$ cat config.mk
export PLATFORM = sky130hd
export DESIGN_NAME = sync_fifo_ctrl
export DESIGN_NICKNAME = d
export VERILOG_FILES = /design/src/rtl/sync_fifo_ctrl.sv
export SDC_FILE = /design/constraint.sdc
export NUM_CORES = 1
export LEC_CHECK = 0
export ABC_AREA = 1
export CAP_MARGIN = 20
export CORE_MARGIN = 2
export CORE_UTILIZATION = 25
export DETAILED_ROUTE_END_ITERATION = 10
export DONT_BUFFER_PORTS = 1
export PLACE_DENSITY = 0.49
export SETUP_SLACK_MARGIN = 0.5
export SYNTH_ARGS = -nofsm -noshare
export SYNTH_HDL_FRONTEND = slang
export SYNTH_SLANG_ARGS = --single-unit
$ cat constraint.sdc
create_clock -name clk -period 1.92 [get_ports clk]
set_input_delay 0.48 -clock clk [delete_from_list [all_inputs] [get_ports clk]]
set_output_delay 0.48 -clock clk [all_outputs]
set_load 0.1 [all_outputs]
$ cat src/rtl/sync_fifo_ctrl.sv
// First-word-fall-through FIFO controller for an external RAM with a registered read port.
// Optional almost-full/almost-empty outputs: define SYNC_FIFO_CTRL_WMARK_EN.
module sync_fifo_ctrl #(
    parameter int DATA_W   = 8,
    parameter int DEPTH    = 8,
    parameter int ADDR_W   = $clog2(DEPTH),
    parameter int AF_LEVEL = DEPTH - 2,
    parameter int AE_LEVEL = 1
) (
    input  logic              clk,
    input  logic              rstn,
    input  logic              i_wvalid,
    input  logic [DATA_W-1:0] i_wdata,
    output logic              o_wready,
    output logic              o_rvalid,
    output logic [DATA_W-1:0] o_rdata,
    input  logic              i_rready,
    output logic [ADDR_W:0]   o_count,
    output logic              o_ram_wren,
    output logic [ADDR_W-1:0] o_ram_waddr,
    output logic [DATA_W-1:0] o_ram_wdata,
    output logic [ADDR_W-1:0] o_ram_raddr,
    input  logic [DATA_W-1:0] i_ram_rdata
`ifdef SYNC_FIFO_CTRL_WMARK_EN
    ,
    output logic              o_almost_full,
    output logic              o_almost_empty
`endif
);

    localparam int CW = ADDR_W + 1;
    localparam logic [CW-1:0] FULL_CNT = CW'(DEPTH);

    logic [ADDR_W-1:0] r_wr_ptr;
    logic [ADDR_W-1:0] r_rd_ptr;
    logic [CW-1:0]     r_count;
    logic              r_rvalid;

    logic              w_push;
    logic              w_pop;
    logic [CW-1:0]     w_push_ext;
    logic [CW-1:0]     w_pop_ext;
    logic [CW-1:0]     w_count_next;
    logic              w_rvalid_next;
    logic [ADDR_W-1:0] w_rd_ptr_inc;

    assign o_wready     = (r_count != FULL_CNT);
    assign w_push       = i_wvalid & o_wready;
    assign w_pop        = r_rvalid & i_rready;
    assign w_push_ext   = {{ADDR_W{1'b0}}, w_push};
    assign w_pop_ext    = {{ADDR_W{1'b0}}, w_pop};
    assign w_rd_ptr_inc = r_rd_ptr + ADDR_W'(1);

    assign w_count_next  = r_count + w_push_ext - w_pop_ext;
    // Only entries written before this cycle count, so a same-cycle write is never read early.
    assign w_rvalid_next = ((r_count - w_pop_ext) != '0);

    always_ff @(posedge clk or negedge rstn) begin
        if (!rstn) begin
            r_wr_ptr <= '0;
            r_rd_ptr <= '0;
            r_count  <= '0;
            r_rvalid <= 1'b0;
        end else begin
            if (w_push) begin
                r_wr_ptr <= r_wr_ptr + ADDR_W'(1);
            end
            if (w_pop) begin
                r_rd_ptr <= w_rd_ptr_inc;
            end
            r_count  <= w_count_next;
            r_rvalid <= w_rvalid_next;
        end
    end

    assign o_rvalid    = r_rvalid;
    assign o_rdata     = i_ram_rdata;
    assign o_count     = r_count;
    assign o_ram_wren  = w_push;
    assign o_ram_waddr = r_wr_ptr;
    assign o_ram_wdata = i_wdata;
    // Look one slot ahead on a pop so the following head lands right after the RAM latency.
    assign o_ram_raddr = w_pop ? w_rd_ptr_inc : r_rd_ptr;

`ifdef SYNC_FIFO_CTRL_WMARK_EN
    assign o_almost_full  = (r_count >= CW'(AF_LEVEL));
    assign o_almost_empty = (r_count <= CW'(AE_LEVEL));
`else
    logic w_unused_wmark;
    assign w_unused_wmark = ^{AF_LEVEL[0], AE_LEVEL[0]};
`endif

endmodule

; ---- After elaboration in Yosys (flattened, before gate mapping)
; Cells that the tools add are included.
[totals]
input_bits = 20
elab_cells = 14
reg_bits = 11
output_inout_bits = 29
[classes]
n_bitwise = 2
reduce_logical = 1
n_eq_ne = 1
n_mux = 1
n_addsub = 5
[op_table]
columns = op, n
row1 = subtractor 4 x 1 -> 4 bit, 2
row2 = adder 3 x 1 -> 3 bit (second input constant), 2
row3 = adder 4 x 1 -> 4 bit, 1
row4 = != test 4 bit (second input constant), 1
row5 = nonzero test 4 bit, 1
row6 = 2-to-1 mux 3 bit, 1
row7 = AND 1 bit, 2

; ---- Longest topological paths before layout
[logic_depth]
word_depth = 4
mapped_depth = 11
ltp_nobuf = 11

; ---- Worst setup path after synthesis
; No wires, ideal clock.
[synth_path]
kind = register -> output
start = register r_rvalid, in the netlist o_rvalid
end = output o_ram_raddr[2]
t_arrival_ns = 2.840
path_slack_ns = -1.400
stages_incl_launch_ff = 5
path_buffers = 0
path_cell_list = dfrtp_1 nand2_2 inv_2 nand2_1 xnor2_1
[synth_via]
elab_chain_len = 2
[synth_lines]
columns = element, line
row1 = start: declaration, 37  ; logic r_rvalid;
row2 = start signal: assignment, 72  ; r_rvalid <= w_rvalid_next;
row3 = AND 1 bit, 49  ; assign w_pop = r_rvalid & i_rready;
row4 = 2-to-1 mux 3 bit, n/a
row5 = end: declaration, 22  ; output logic [ADDR_W-1:0] o_ram_raddr,
; Every way passes these cells.

; ---- Worst setup path after layout
; Ends and elaborated chain as after synthesis.

==> results.json <==
{
  "final-seq-area_um2": 300,
  "place_congestion": 0.759,
  "criticalPathCategory": "register to output pin",
  "post-synth-top-count-cell": "nand2_1",
  "dieArea_mm2": 0.00353,
  "fillers": 275,
  "end_kind": "output pin",
  "drt_iter0_markers": 6,
  "clkSinkCount": 11,
  "place.detailed.hpwl_mm": 1.07,
  "synth.yosys.seq_area_share_pct": 35.9,
  "vias": 562,
  "crit_family": "XOR/XNOR gates",
  "clockBufferDepth": 2,
  "antenna_found_initial": 0,
  "wl_per_cell_um": 12.2,
  "design_area_mm2": 0.00124,
  "period_share_pct": 102,
  "syn_inst": 86,
  "hold_ws_ns": 0.343,
  "worstMarginPinSlew_ns": 0.750,
  "start_util_pct": 25.8,
  "fmax_mhz": 509,
  "drt_wl_total_mm": 1.59,
  "coreArea_mm2": 0.00298,
  "path_clk_slew_ns": 0.08,
  "ant_nets": 0,
  "hold_viol": 0,
  "viasPerCell": 4.32,
  "firstDrtPassIters": 4,
  "layout-area-overhead-vs-synth_pct": 62.0,
  "yosys.area.top_type": "dfrtp_1",
  "max_slew_margin_pct": 50.0,
  "synth_seq_cells": 11,
  "violations": "setup timing",
  "final_util_pct": 41.7,
  "drc": 0,
  "portBuffers": 0,
  "drive_above_1_share_pct": 63.9,
  "required_ns": 1.44,
  "crit_slowest_cell": "xnor2_4",
  "avgSynthCellArea_um2": 8.92,
  "synth_edf_count": 0,
  "clockRootBuffer": "clkbuf_4",
  "cts.htree.levels": 1,
  "crit_buf_inv": 1,
  "finClkSkew_ns": 0.00263,
  "grt_pass1_vias": 573,
  "grt_max_degree": 12,
  "arrival_ns": 1.48,
  "die_y_um": 59.4,
  "drv_slew": 0,
  "min_period_ns": 1.96,
  "clk_latency_ns": 0.27,
  "syn_area_um2": 767,
  "synth.area.top_cells": "dfrtp_1 (36%), buf_4 (16%), ha_1 (15%)",
  "start_kind": "register",
  "syn-num-nets": 116,
  "crit_chain": "nand2_8, inv_8, nand2_4, xnor2_4",
  "gr-total-overflow": 0,
  "cts_buffers": 3,
  "multi_input_area_um2": 504,
  "grt_first_pass_wirelength_mm": 2.56,
  "final_nets": 128,
  "antenna_cells": 0,
  "cts_tree": "yes",
  "place_area_um2": 965,
  "rsz0062_at_grt": "true",
  "finalSetupViolations": 1,
  "worst_path_largest_cell_delay_ns": 0.59,
  "ys.flop_type": "dfrtp_1",
  "synth.top_cell.area_share_pct": 35.9,
  "ys_types": 17,
  "cap_violations": 0,
  "rows": 20,
  "synth_commonest_cells": "nand2_1 (18), buf_4 (16), inv_1 (12)",
  "grt.total_usage_pct": 10.1,
  "timing.final.ws_setup_ns": -0.0431,
  "status": "finished with violations",
  "hold_path_class": "input pin to register",
  "die_w_um": 59.4,
  "yosys_warnings": 0,
  "async_reset_ff_share_pct": 100,
  "pin_count": 49,
  "cp_max_fo": 2
}
## path summary, 6_finish.rpt
check | depth (start not counted) | start | slack [ns] | to
min | 2 | i_wvalid | 0.34 | o_ram_waddr[1]$_DFFE_PN0P_
max in group asynchronous | 1 | rstn | 0.89 | o_count[3]$_DFF_PN0_
max reg2reg | 10 | o_count[2]$_DFF_PN0_ | 0 | o_count[1]$_DFF_PN0_
max | 4 | o_rvalid$_DFF_PN0_ | -0.04 | o_ram_raddr[2]
min reg2reg | 2 | r_rd_ptr[0]$_DFF_PN0_ | 0.66 | r_rd_ptr[0]$_DFF_PN0_
min in group asynchronous | 1 | rstn | 0.62 | r_rd_ptr[2]$_DFF_PN0_
## worst reg2reg max path: stages, from the launching register on
cell     delay, ns
dfrtp_4       0.51
inv_4         0.07
ha_4          0.13
nand3_4       0.07
nand2_4       0.08
ha_4          0.19
inv_2         0.06
ha_4          0.13
inv_2         0.04
fa_2          0.52
inv_2         0.03
## state kept, by name (all words and copies together) (netlist names)
name         count
o_count          4
o_ram_waddr      3
o_rvalid         1
r_rd_ptr         3
## cells by family after synthesis
logic type               share of synthesized area, %
XOR/XNOR                                         3.43
adder cells (fa/ha/maj)                          17.3
buffers and inverters                            23.0
AND/OR/NAND/NOR                                  18.4
flip-flops                                       35.9
AO/OA/AOI/OAI                                    1.96
## cell type report
| cell class | count | area share, % |
|---|---|---|
| clock buffers | 4 | 2.11 |
| inverters | 15 | 5.54 |
| multi-input cells | 44 | 40.6 |
| flip-flops and latches | 11 | 24.2 |
| well taps | 33 | 3.32 |
| repair buffers | 23 | 24.3 |
## placed cells by master, fill, tap and decap left out
cell,synthesis,final
inv_2,3,5
ha_4,0,6
nand3_1,5,3
nand4_1,1,1
nand2_4,1,3
nand3b_1,1,1
inv_8,0,1
buf_4,16,7
nand3_4,1,2
fa_2,0,1
a21oi_2,0,1
dfrtp_2,0,2
xnor2_4,0,2
ha_1,9,3
xor2_1,1,1
o21ai_0,2,2
inv_1,12,7
nand2_2,1,3
clkbuf_1,0,1
nand3_2,0,1
nand2_8,0,2
dfrtp_4,0,6
buf_6,0,7
buf_12,0,8
nand2_1,18,12
inv_4,0,2
dlygate4sd3_1,0,1
clkbuf_4,0,3
dfrtp_1,11,3
## stage by stage
stage	setup slack (ns)	TNS, ns	std cells
4_1_cts	-0.0550	-0.0550	128
5_1_grt	-0.0962	-0.210	130
2_1_floorplan	-0.519	-1.70	86
3_3_place_gp	0.0331	0	114
3_5_place_dp	-0.00573	-0.00573	114
6_report	-0.0431	-0.0431	130
## metal layers
| layer | wire length [um] | global-route usage [%] | part of all wire [%] | up-vias |
|---|---|---|---|---|
| met5 | 0 | 0 | 0 | - |
| met4 | 44 | 5.84 | 2.8 | 0 |
| met3 | 98 | 3.71 | 6.2 | 4 |
| met2 | 834 | 18.4 | 52 | 16 |
| met1 | 614 | 9.62 | 39 | 269 |
| li1 | - | - | - | 273 |
## repair_timing
item,4_1_cts,5_1_grt
endpoints found under the hold margin,11,0
endpoints found under the setup margin,15,18
buffers inserted,9,2
pin swaps,7,3
gates resized for setup,28,11
hold buffers,1,0
Power is left out: the tool's default activity adds up to more than one toggle a clock period on the data nets, which glitch-free logic cannot reach.
